[src/rtl/genie_split.sv]
// Packet demultiplexer: steers whole valid/ready/eop packets to one of NO outputs
// through a main+skid register slice so every output and o_ready is registered.
module genie_split #(
  parameter int NO    = 2,
  parameter int WIDTH = 1
) (
  input  logic                                                   clk,
  input  logic                                                   reset,
  input  logic [((WIDTH > 0) ? WIDTH : 1)-1:0]                   i_data,
  input  logic                                                   i_valid,
  output logic                                                   o_ready,
  input  logic                                                   i_eop,
  input  logic [((NO > 1) ? $clog2(NO) : 1)-1:0]                 i_dest,
  output logic [NO-1:0][((WIDTH > 0) ? WIDTH : 1)-1:0]           o_data,
  output logic [NO-1:0]                                          o_valid,
  input  logic [NO-1:0]                                          i_ready,
  output logic [NO-1:0]                                          o_eop,
  output logic                                                   o_drop
);

  localparam int NOBITS = (NO > 1) ? $clog2(NO) : 1;
  localparam int DW     = (WIDTH > 0) ? WIDTH : 1;

  typedef enum logic {S_SOP, S_BODY} state_e;

  typedef struct packed {
    logic [DW-1:0]     data;
    logic              eop;
    logic [NOBITS-1:0] dest;
    logic              valid;
  } beat_t;

  state_e            state_q, state_d;
  logic [NOBITS-1:0] cur_dest_q, cur_dest_d;
  logic              cur_drop_q, cur_drop_d;
  beat_t             m_q, m_d, s_q, s_d, in_beat;
  logic              ready_q, ready_d;
  logic              drop_q, drop_d;

  logic              in_xfer, m_consumed, eff_drop, write_beat;
  logic [NOBITS-1:0] eff_dest;

  assign in_xfer  = i_valid && ready_q;
  assign eff_dest = (state_q == S_SOP) ? i_dest : cur_dest_q;
  assign eff_drop = (state_q == S_SOP) ? (int'(i_dest) >= NO) : cur_drop_q;
  assign write_beat = in_xfer && !eff_drop;

  assign in_beat = '{data: i_data, eop: i_eop, dest: eff_dest, valid: 1'b1};

  always_comb begin
    o_valid = '0;
    o_eop   = '0;
    o_data  = '0;
    for (int k = 0; k < NO; k++) begin
      o_valid[k] = m_q.valid && (int'(m_q.dest) == k);
      o_eop[k]   = m_q.eop && o_valid[k];
      o_data[k]  = (WIDTH > 0) ? m_q.data : '0;
    end
  end

  assign m_consumed = |(o_valid & i_ready);
  assign o_ready    = ready_q;
  assign o_drop     = drop_q;

  // NOTE: every next-state variable gets a default at the top of the block so
  // no path leaves it unassigned, which would otherwise infer a latch.
  always_comb begin
    state_d    = state_q;
    cur_dest_d = cur_dest_q;
    cur_drop_d = cur_drop_q;
    m_d        = m_q;
    s_d        = s_q;

    if (in_xfer) begin
      if (state_q == S_SOP) begin
        cur_dest_d = i_dest;
        cur_drop_d = (int'(i_dest) >= NO);
        state_d    = i_eop ? S_SOP : S_BODY;
      end else if (i_eop) begin
        state_d = S_SOP;
      end
    end

    // Skid full means o_ready was low, so no input beat competes this cycle.
    if (s_q.valid) begin
      if (m_consumed) begin
        m_d       = s_q;
        s_d.valid = 1'b0;
      end
    end else if (m_consumed || !m_q.valid) begin
      if (write_beat) m_d = in_beat;
      else            m_d.valid = 1'b0;
    end else if (write_beat) begin
      s_d = in_beat;
    end

    ready_d = !s_d.valid;
    drop_d  = in_xfer && (state_q == S_SOP) && eff_drop;
  end

  // NOTE: only control bits are reset; payload fields are qualified by their
  // valid bits, so clearing them would add reset fan-out for no behaviour.
  always_ff @(posedge clk) begin
    if (!reset) begin
      state_q    <= S_SOP;
      m_q.valid  <= 1'b0;
      s_q.valid  <= 1'b0;
      ready_q    <= 1'b0;
      drop_q     <= 1'b0;
    end else begin
      state_q    <= state_d;
      cur_dest_q <= cur_dest_d;
      cur_drop_q <= cur_drop_d;
      m_q        <= m_d;
      s_q        <= s_d;
      ready_q    <= ready_d;
      drop_q     <= drop_d;
    end
  end

endmodule
[config.mk]
export PLATFORM = sky130hd
export DESIGN_NAME = genie_split
export DESIGN_NICKNAME = d
export VERILOG_FILES = /design/src/rtl/genie_split.sv
export SDC_FILE = /design/constraint.sdc
export NUM_CORES = 1
export LEC_CHECK = 0
export BUFFER_PORTS_ARGS = -buffer_cell sky130_fd_sc_hd__buf_2
export CAP_MARGIN = 20
export CORE_MARGIN = 5
export CORE_UTILIZATION = 42
export CTS_CLUSTER_SIZE = 16
export DETAILED_ROUTE_END_ITERATION = 10
export PLACE_DENSITY = 0.67
export SLEW_MARGIN = 20
export SYNTH_ARGS = -nofsm -noshare
export SYNTH_HDL_FRONTEND = slang
export SYNTH_SLANG_ARGS = --single-unit
[constraint.sdc]
create_clock -name clk -period 1.89 [get_ports clk]
set_clock_uncertainty 0.2 [all_clocks]
set_input_delay 0.189 -clock clk [delete_from_list [all_inputs] [get_ports clk]]
set_output_delay 0.189 -clock clk [all_outputs]
set_load 0.05 [all_outputs]
==> metrics.txt, run 1 <==
initial antenna violation count 0; drt first pass iters 4; area share of the largest cell type after synthesis 42.76%; Reg clk slew, reported paths 0.07 ns; crit path time final roughly 1.6 ns; Total Wirelength 914 um; type of origin of the critical path primary input; max frequency between 600 and 700 MHz; clock latency on the worst-skew pair ~0.26 ns; Cell variety after synth 21; commonest non-fill, non-tap cell in the layout buf_2; CTS tree yes; vias about 390; Largest stage delay, worst path ~0.52 ns; Leakage 0.0002976 uW; maxcap violations 0; Post-DRT Antenna Nets 0; post-synth net total 54; Final TNS setup 0 ns; global-route wire length before repair 1.587 mm; CTS root buffer clkbuf_4; gr usage total 10.49%; Post-Layout Cell Count 80; clock sink count 13; post-synthesis cell area 561.8 sq um; P per Cell Area between 700 and 800 nW/um^2; final setup vio count 0; Seq/Total Area, Yosys 60.58%; Core ar. 1285 sq um; Critical Path End Type register; Final period util 85.27%; cts bufs inserted 3; WL/cell 11.43 um; Post-Syn Instances 46; crit-path max FO 4; WP buf/inv 2; outcome completed; chip height 46.58 um; CP delay by family, top buffers and inverters; Via density 4.850; post-synthesis area per instance 12.21 sq um; cell total after placement 72; CP Cell Sequence dlygate4sd3_1 -> buf_2 -> nand2_1 -> nor3_2 -> and4_1; Die X 46.58 um; Starting Density 43.72%; Min Hold Slack about 0.07 ns; adder-cell share of the synthesized area 0%; Max VDD drop 0.4367 mV; Iteration-0 DRC Markers 6; overall power approximately 550 uW; die area roughly 2200 sq um; Synth warnings 0; Max clock buf depth 2; most frequent cells in the layout 15 x buf_2, 8 x edfxtp_1, 5 x dfxtp_1; Crit-path slowest cell dlygate4sd3_1; Hold Violations, Final 0; Area Overhead vs Synth 24.28%; hold crit path type primary input to register; layout cells sized above 1 about 35%; post-layout util 54.33%; gr ovfl total 0; Row Count 13; Data arrival, critical path 1.38 ns; Post-route DRC 0; I/O Pins 16; Fillers 123; worst path required time 1.66 ns; Compound-Gate Fraction of Synth Area about 10%; Synth Area in Simple Gates 13.14%; largest net degree at the start of global routing 11; buffers added on ports 15; Crit Path Category primary input to register; Reg area 340.3 sq um; cell accounting for the most synthesized area edfxtp_1; RSZ-0062 raised after global routing no; RD Place Congestion between 0.7 and 0.8; area of the multi-input gates 190.2 sq um; multiplexer share of the synthesized area 9.800%; synth top area cells edfxtp_1 43%, dfxtp_1 18%, mux2_2 8.0%, o21a_1 5.3%, buf_4 2.7%; xor/xnor cell area share of the yosys netlist 0%; Final Max Slew Viols 0; final net count 74; ant diodes 0; vias in the first global route 380; post-DP HPWL around 700 um; Yosys reg bits 13; largest family of logic cells by synthesized area simple AND/OR/NAND/NOR gates; H-tree depth 1
==> per-layer routing <==
metal / global-route usage [%] / wire length [um]
met1: 13.16 / 414
met2: 16.76 / 424
met3: 3.516 / 75
met5: 0 / 0
met4: 3.409 / 0
==> sequential cells by signal, indices dropped and copies added (netlist names) <==
name        count
state_q         1
cur_drop_q      1
cur_dest_q      1
o_data          1
s_q             4
o_drop          1
m_q             3
o_ready         1
==> Yosys cell counts <==
cell type / number
and2_1: 2
a21oi_1: 2
nand2_1: 3
o21a_1: 4
buf_4: 2
a311oi_1: 1
inv_1: 2
and4_1: 1
nor2_1: 2
conb_1: 1
nor2b_1: 2
mux2i_1: 1
mux2_2: 4
a41oi_1: 1
clkbuf_2: 1
nor3_2: 1
clkbuf_1: 1
dfxtp_1: 5
and3_1: 1
nor3_1: 1
edfxtp_1: 8
==> final cells by class <==
class	count	share of cell area, %
clock buffer	4	3.763
sequential	13	48.75
tap	15	2.688
multi-input combinational	27	27.24
timing repair buffer	19	16.49
inverter	2	1.075
==> final timing paths <==
path	start	end	slack (ns)	cells after the start
worst min-delay path	i_dest	cur_dest_q	0.07	2
worst max register to register	m_q[1]	s_q[3]	0.30	2
worst min register to register	s_q[1]	m_q[1]	0.35	1
worst max-delay path	i_valid	s_q[3]	0.28	5
==> report_power, final <==
group	internal [uW]	leakage (uW)	switching, uW
Combinational	29.6	0.000168	44.0
Sequential	312	0.000114	9.12
Clock	81.5	0.0000150	75.9
==> kinds of logic after synthesis <==
| family | count (synthesis) |
|---|---|
| and+or+nand+nor | 13 |
| AOI/OAI and AO/OA | 8 |
| DFF | 13 |
| other | 1 |
| buffers and inverters | 6 |
| muxes | 5 |
==> stage by stage <==
stage / cell area [sq um] / setup WS, ns
final: 698.2 / 0.2784
after global routing: 698.2 / 0.1950
after CTS: 698.2 / 0.2786
after detailed placement: 631.9 / 0.2991
after global placement: 631.9 / 0.3730
after floorplan: 561.8 / 0.1580
==> timing repair <==
item,CTS,global route
hold buffers,4,0
resized for setup,0,0
setup buffers,0,0
endpoints found under the hold margin,5,0
(Power assumes the default switching activity.)
==> inputs of run 2 (changes only) <==
--- a/config.mk
+++ b/config.mk
@@ -5,6 +5,7 @@
 export SDC_FILE = /design/constraint.sdc
 export NUM_CORES = 1
 export LEC_CHECK = 0
+export ABC_AREA = 1
 export BUFFER_PORTS_ARGS = -buffer_cell sky130_fd_sc_hd__buf_2
 export CAP_MARGIN = 20
 export CORE_MARGIN = 5
==> constraint.sdc (replaced) <==
create_clock -name clk -period 1.54 [get_ports clk]
set_clock_uncertainty 0.2 [all_clocks]
set_input_delay 0.154 -clock clk [delete_from_list [all_inputs] [get_ports clk]]
set_output_delay 0.154 -clock clk [all_outputs]
set_load 0.05 [all_outputs]
==> run 2 against run 1 <==
Effect of this change: sequential share of layout area is 7.2 points lower; global-route usage is 0.53 points higher; register-to-register slack worse by 0.24 ns; combinational power rose by 120%; final area is 20% higher; final cell count rose by 25%; synthesized cell count is 30% higher; via count rose by 18%; first-iteration DRC count shrank 67%; sequential cell count stayed put; worst hold slack got worse by 0.047 ns; largest power group unchanged; highest routed layer is now met4.
==> metrics.txt, run 2 <==
Final Max Slew Viols 0; Largest regs s_q: 4 flops, m_q: 3 flops; area share of the largest cell type after synthesis 42.38%; Data arrival, critical path 1.18 ns; Seq/Total Area, Yosys 60.04%; maxcap violations 0; part of the power in the clock network 26.3%; outcome completed; Max VDD drop 0.6724 mV; WL/cell 10.96 um; post-synthesis cell area 566.8 sq um; gr usage total 11.02%; post-synthesis area per instance 9.447 sq um; gr ovfl total 0; Starting Density between 40% and 50%; hold crit path type primary input to register; Cell variety after synth 16; Yosys reg bits 13; vias 458; most frequent cells in the layout 12 x nand2_1, 10 x buf_2, 8 x edfxtp_1; global-route wire length before repair 1.621 mm; CTS root buffer clkbuf_4; Die X 46.74 um; crit-path max FO 4; initial antenna violation count 0; Total Wirelength 1.096 mm; crit path time final 1.539 ns; final setup vio count 0; overall power 768.6 uW; cts bufs inserted 3; Post-DRT Antenna Nets 0; largest net degree at the start of global routing 8; clock sink count 13; H-tree depth 1; layout cells sized above 1 52.94%; Core ar. 1285 sq um; final net count 94; drt first pass iters 3; Final period util around 100%; Flop pwr share between 50 and 60%; Max clock buf depth 2; Area Overhead vs Synth 48.34%; Post-route DRC 0; fraction of registers with async set/reset 0%; clock latency on the worst-skew pair roughly 0.27 ns; Critical Path End Type output port; chip height 46.74 um; Row Count 13; worst path required time 1.19 ns; RSZ-0062 raised after global routing yes; ant diodes 0; synth top area cells edfxtp_1 42%, dfxtp_1 18%, nand2_1 9.9%, inv_1 5.3%, nor2_1 4.6%; Synth warnings 0; Crit Path Category register to output port; Leakage 0.0003827 uW; cell accounting for the most synthesized area edfxtp_1; switching portion of total power 28.35%; Final TNS setup 0 ns; post-synth net total just under 70; Fillers between 100 and 150; Reg clk slew, reported paths 0.07 ns; Worst Reg-to-Reg Cells 5; commonest non-fill, non-tap cell in the layout nand2_1; die area 2184 sq um; number of cells on the worst hold path 2; Hold Violations, Final 0; Via density about 4.6; buffers added on ports 15; Iteration-0 DRC Markers 2; RD Place Congestion 0.6729; Reg with most FFs s_q; top-count cell post-synth nand2_1; vias in the first global route 433; Pint 550.7 uW; type of origin of the critical path register; max frequency roughly 650 MHz; Post-Syn Instances 60; max reg flops 4; number of post-CTS setup repair buffers 0; P per Cell Area 914.1 nW/um^2; Comb pwr share 21.2%; Post-synth EDFFs 8; Psw 217.9 uW; CTS tree yes; ys flop type edfxtp_1; I/O Pins 16; post-DP HPWL 753.3 um; commonest cells in the synthesized netlist 15 x nand2_1, 8 x edfxtp_1, 8 x inv_1
==> run 2: cell types whose count changed after synthesis, sizes merged, moves of 3 or more <==
cell	before	now
inv	2	10
nand2	3	15
nor2	2	8
nand3	0	5
mux2	4	1
o21a	4	0
==> run 2: area by class of cell <==
class / count / area (sq um) / share of cell area, %
repair buffers: 23 / 176.4 / 20.98
clock buffers: 4 / 26.28 / 3.125
multi-input cells: 35 / 232.7 / 27.68
well taps: 15 / 18.77 / 2.232
inverters: 10 / 37.54 / 4.464
flip-flops and latches: 13 / 349.1 / 41.52
==> run 2: routing by layer <==
layer	wire, um	global-route usage (%)	part of all wire, %	vias to the layer above
met5	0	0	0	-
met4	12	8.287	1.1	0
met3	67	2.299	6.1	2
met2	620	19.51	57	16
met1	396	11.33	36	204
li1	-	-	-	236
==> run 2: what timing repair did <==
action | CTS | global route
hold buffers | 4 | 0
setup endpoints to repair | 7 | 11
pin swaps | 1 | 2
endpoints found under the hold margin | 6 | 0
resized for setup | 7 | 22
==> run 2: worst paths after layout <==
path / slack (ns) / start / to
max: 0.001 / m_q[0] / o_eop[0]
min reg2reg: 0.32 / s_q[3] / o_data[0]
min: 0.02 / i_dest / cur_dest_q
max reg2reg: 0.06 / o_ready / state_q
==> run 2: cells by family (layout without fill, tap and decap cells) <==
group / count (synthesis) / after routing / share of synthesized area (%)
compound gates: 3 / 3 / 2.648
simple gates: 30 / 30 / 25.38
buf+inv: 12 / 37 / 9.271
mux: 1 / 1 / 1.987
other cells: 1 / 1 / 0.6616
flops: 13 / 13 / 60.04
==> run 2: stage by stage <==
stage                     hold slack (ns)  worst slack [ns]  utilization (%)  cells  area, sq um
after CTS                         0.01940          0.007570            59.79    100        768.2
after detailed placement           0.1514         -0.005251            53.26     92        684.4
after floorplan                   0.04336         0.0009559                -     60        575.6
after global routing              0.02930          -0.04709            65.43    100        840.8
final                             0.02357          0.001081            65.43    100        840.8
after global placement             0.1503           0.02921            53.26     92        684.4
==> run 2: critical path: stages, from the launching register on <==
cell	delay (ns)
dfxtp_4	0.37
buf_4	0.12
inv_1	0.07
nor3_4	0.18
buf_6	0.18
==> run 2: power by group through the flow <==
stage / Sequential [uW] / Combinational, uW / Clock (uW)
global placement: 407 / 126 / 0
floorplan: 420 / 77.8 / 0
finish: 403 / 163 / 202
CTS: 400 / 142 / 209
detailed placement: 408 / 128 / 0
global route: 406 / 176 / 228
==> inputs of run 3 (changes only) <==
--- a/config.mk
+++ b/config.mk
@@ -8,11 +8,13 @@
 export ABC_AREA = 1
 export BUFFER_PORTS_ARGS = -buffer_cell sky130_fd_sc_hd__buf_2
 export CAP_MARGIN = 20
+export CELL_PAD_IN_SITES_DETAIL_PLACEMENT = 1
+export CELL_PAD_IN_SITES_GLOBAL_PLACEMENT = 1
 export CORE_MARGIN = 5
-export CORE_UTILIZATION = 42
+export CORE_UTILIZATION = 35
 export CTS_CLUSTER_SIZE = 16
 export DETAILED_ROUTE_END_ITERATION = 10
-export PLACE_DENSITY = 0.67
+export PLACE_DENSITY_LB_ADDON = 0.1
 export SLEW_MARGIN = 20
 export SYNTH_ARGS = -nofsm -noshare
 export SYNTH_HDL_FRONTEND = slang
==> run 3 against run 2 <==
Effect of this change: combinational power barely moved; sequential share of layout area rose by 0.95 points; sequential cell count did not move; register-to-register slack got worse by 0.03 ns; worst hold slack improved by 0.0085 ns; via count rose by 1.7%; final cell count rose by 1.0%; clock power rose by 3%.
==> metrics.txt, run 3 (synthesis results as in run 2) <==
number of cells on the worst hold path 4; Fillers 180; final net count between 90 and 100; Data arrival, critical path roughly 1.2 ns; most frequent cells in the layout 14 x nand2_1, 11 x buf_2, 8 x edfxtp_1; Hold Violations, Final 0; buffers added on ports 15; Reg with most FFs s_q; final setup vio count 0; cts bufs inserted 3; CTS tree yes; RD Place Congestion 0.6533; chip height 50.24 um; worst path required time 1.19 ns; Die X 50.24 um; Row Count 14; Post-Layout Cell Count 101; H-tree depth 1; hold crit path type primary input to register; largest net degree at the start of global routing 8; gr ovfl total 0; Crit Path Category register to output port; Core ar. 1524 sq um; post-layout util approximately 54%; Critical Path End Type output port; gr usage total 11.72%; outcome completed; WL/cell ~13 um; CTS root buffer clkbuf_4; Final Max Slew Viols 0; Max clock buf depth 2; post-DP HPWL 932.6 um; Via density 4.614; Reg clk slew, reported paths around 0.09 ns; Largest regs s_q: 4 flops, m_q: 3 flops; die area 2524 sq um; Worst Reg-to-Reg Cells 6; drt first pass iters 3; Iteration-0 DRC Markers 7; clock sink count 13; Area Overhead vs Synth 45.03%; commonest non-fill, non-tap cell in the layout nand2_1; Final TNS setup 0 ns; type of origin of the critical path register; crit path time final 1.532 ns; Post-DRT Antenna Nets 0; P per Cell Area around 940 nW/um^2; vias in the first global route roughly 530; global-route wire length before repair 2.201 mm; crit-path max FO 3; ant diodes 0; Final period util between 90% and 100%; overall power 772.7 uW; initial antenna violation count 0; Total Wirelength 1.312 mm; vias between 400 and 500; clock latency on the worst-skew pair around 0.27 ns; maxcap violations 0; Max VDD drop slightly above 0.5 mV; Leakage about 0.00038 uW; Post-route DRC 0; Starting Density 37.19%; RSZ-0062 raised after global routing yes; max frequency roughly 650 MHz; max reg flops 4; I/O Pins 16; layout cells sized above 1 50.59%; cell total after placement 93
-- run 3: path summary, 6_finish.rpt --
check,end,slack [ns],startpoint
worst max-delay path,o_valid[1],0.008,m_q[1]
worst min-delay path,state_q,0.03,i_valid
worst max register to register,o_data[0],0.03,m_q[1]
worst min register to register,o_data[0],0.33,s_q[3]
-- run 3: what timing repair did --
action / 4_1_cts / 5_1_grt
hold buffers: 3 / 0
endpoints found under the setup margin: 7 / 10
pin swaps: 1 / 1
resized for setup: 13 / 10
endpoints found under the hold margin: 5 / 0
setup buffers: 0 / 1
-- run 3: critical path, cell delays in order (launching register included) --
cell	delay [ns]
edfxtp_1	0.45
buf_6	0.16
nand2_1	0.09
inv_1	0.06
buf_6	0.14
-- run 3: stage by stage --
stage                     instance area [sq um]  setup WS, ns  hold slack (ns)
after floorplan                           575.6     0.0009559          0.04336
after global placement                    685.7       0.01280           0.1456
after detailed placement                  685.7      -0.02023           0.1487
after CTS                                 778.2      0.001285          0.01388
after global routing                      822.0      -0.05728          0.04115
final                                     822.0      0.008126          0.03204
-- run 3: where the power goes --
group          internal, uW  switching [uW]  total, uW
registers               389            13.6        403
clock network           100             109        209
logic                  58.6             102        161
-- run 3: cell type report --
cell class,instances,area (sq um),area share [%]
Multi-Input combinational cell,35,217.7,26.48
Clock buffer,4,26.28,3.196
Sequential cell,13,349.1,42.47
Inverter,10,37.54,4.566
Timing Repair Buffer,23,171.4,20.85
Tap cell,16,20.02,2.435
-- run 3: per-layer routing --
metal	GRT usage [%]	vias to the layer above	wire length (um)
met3	2.663	2	48
met5	0	-	0
met1	10.46	218	480
li1	-	235	-
met4	5.240	0	12
met2	23.85	11	771
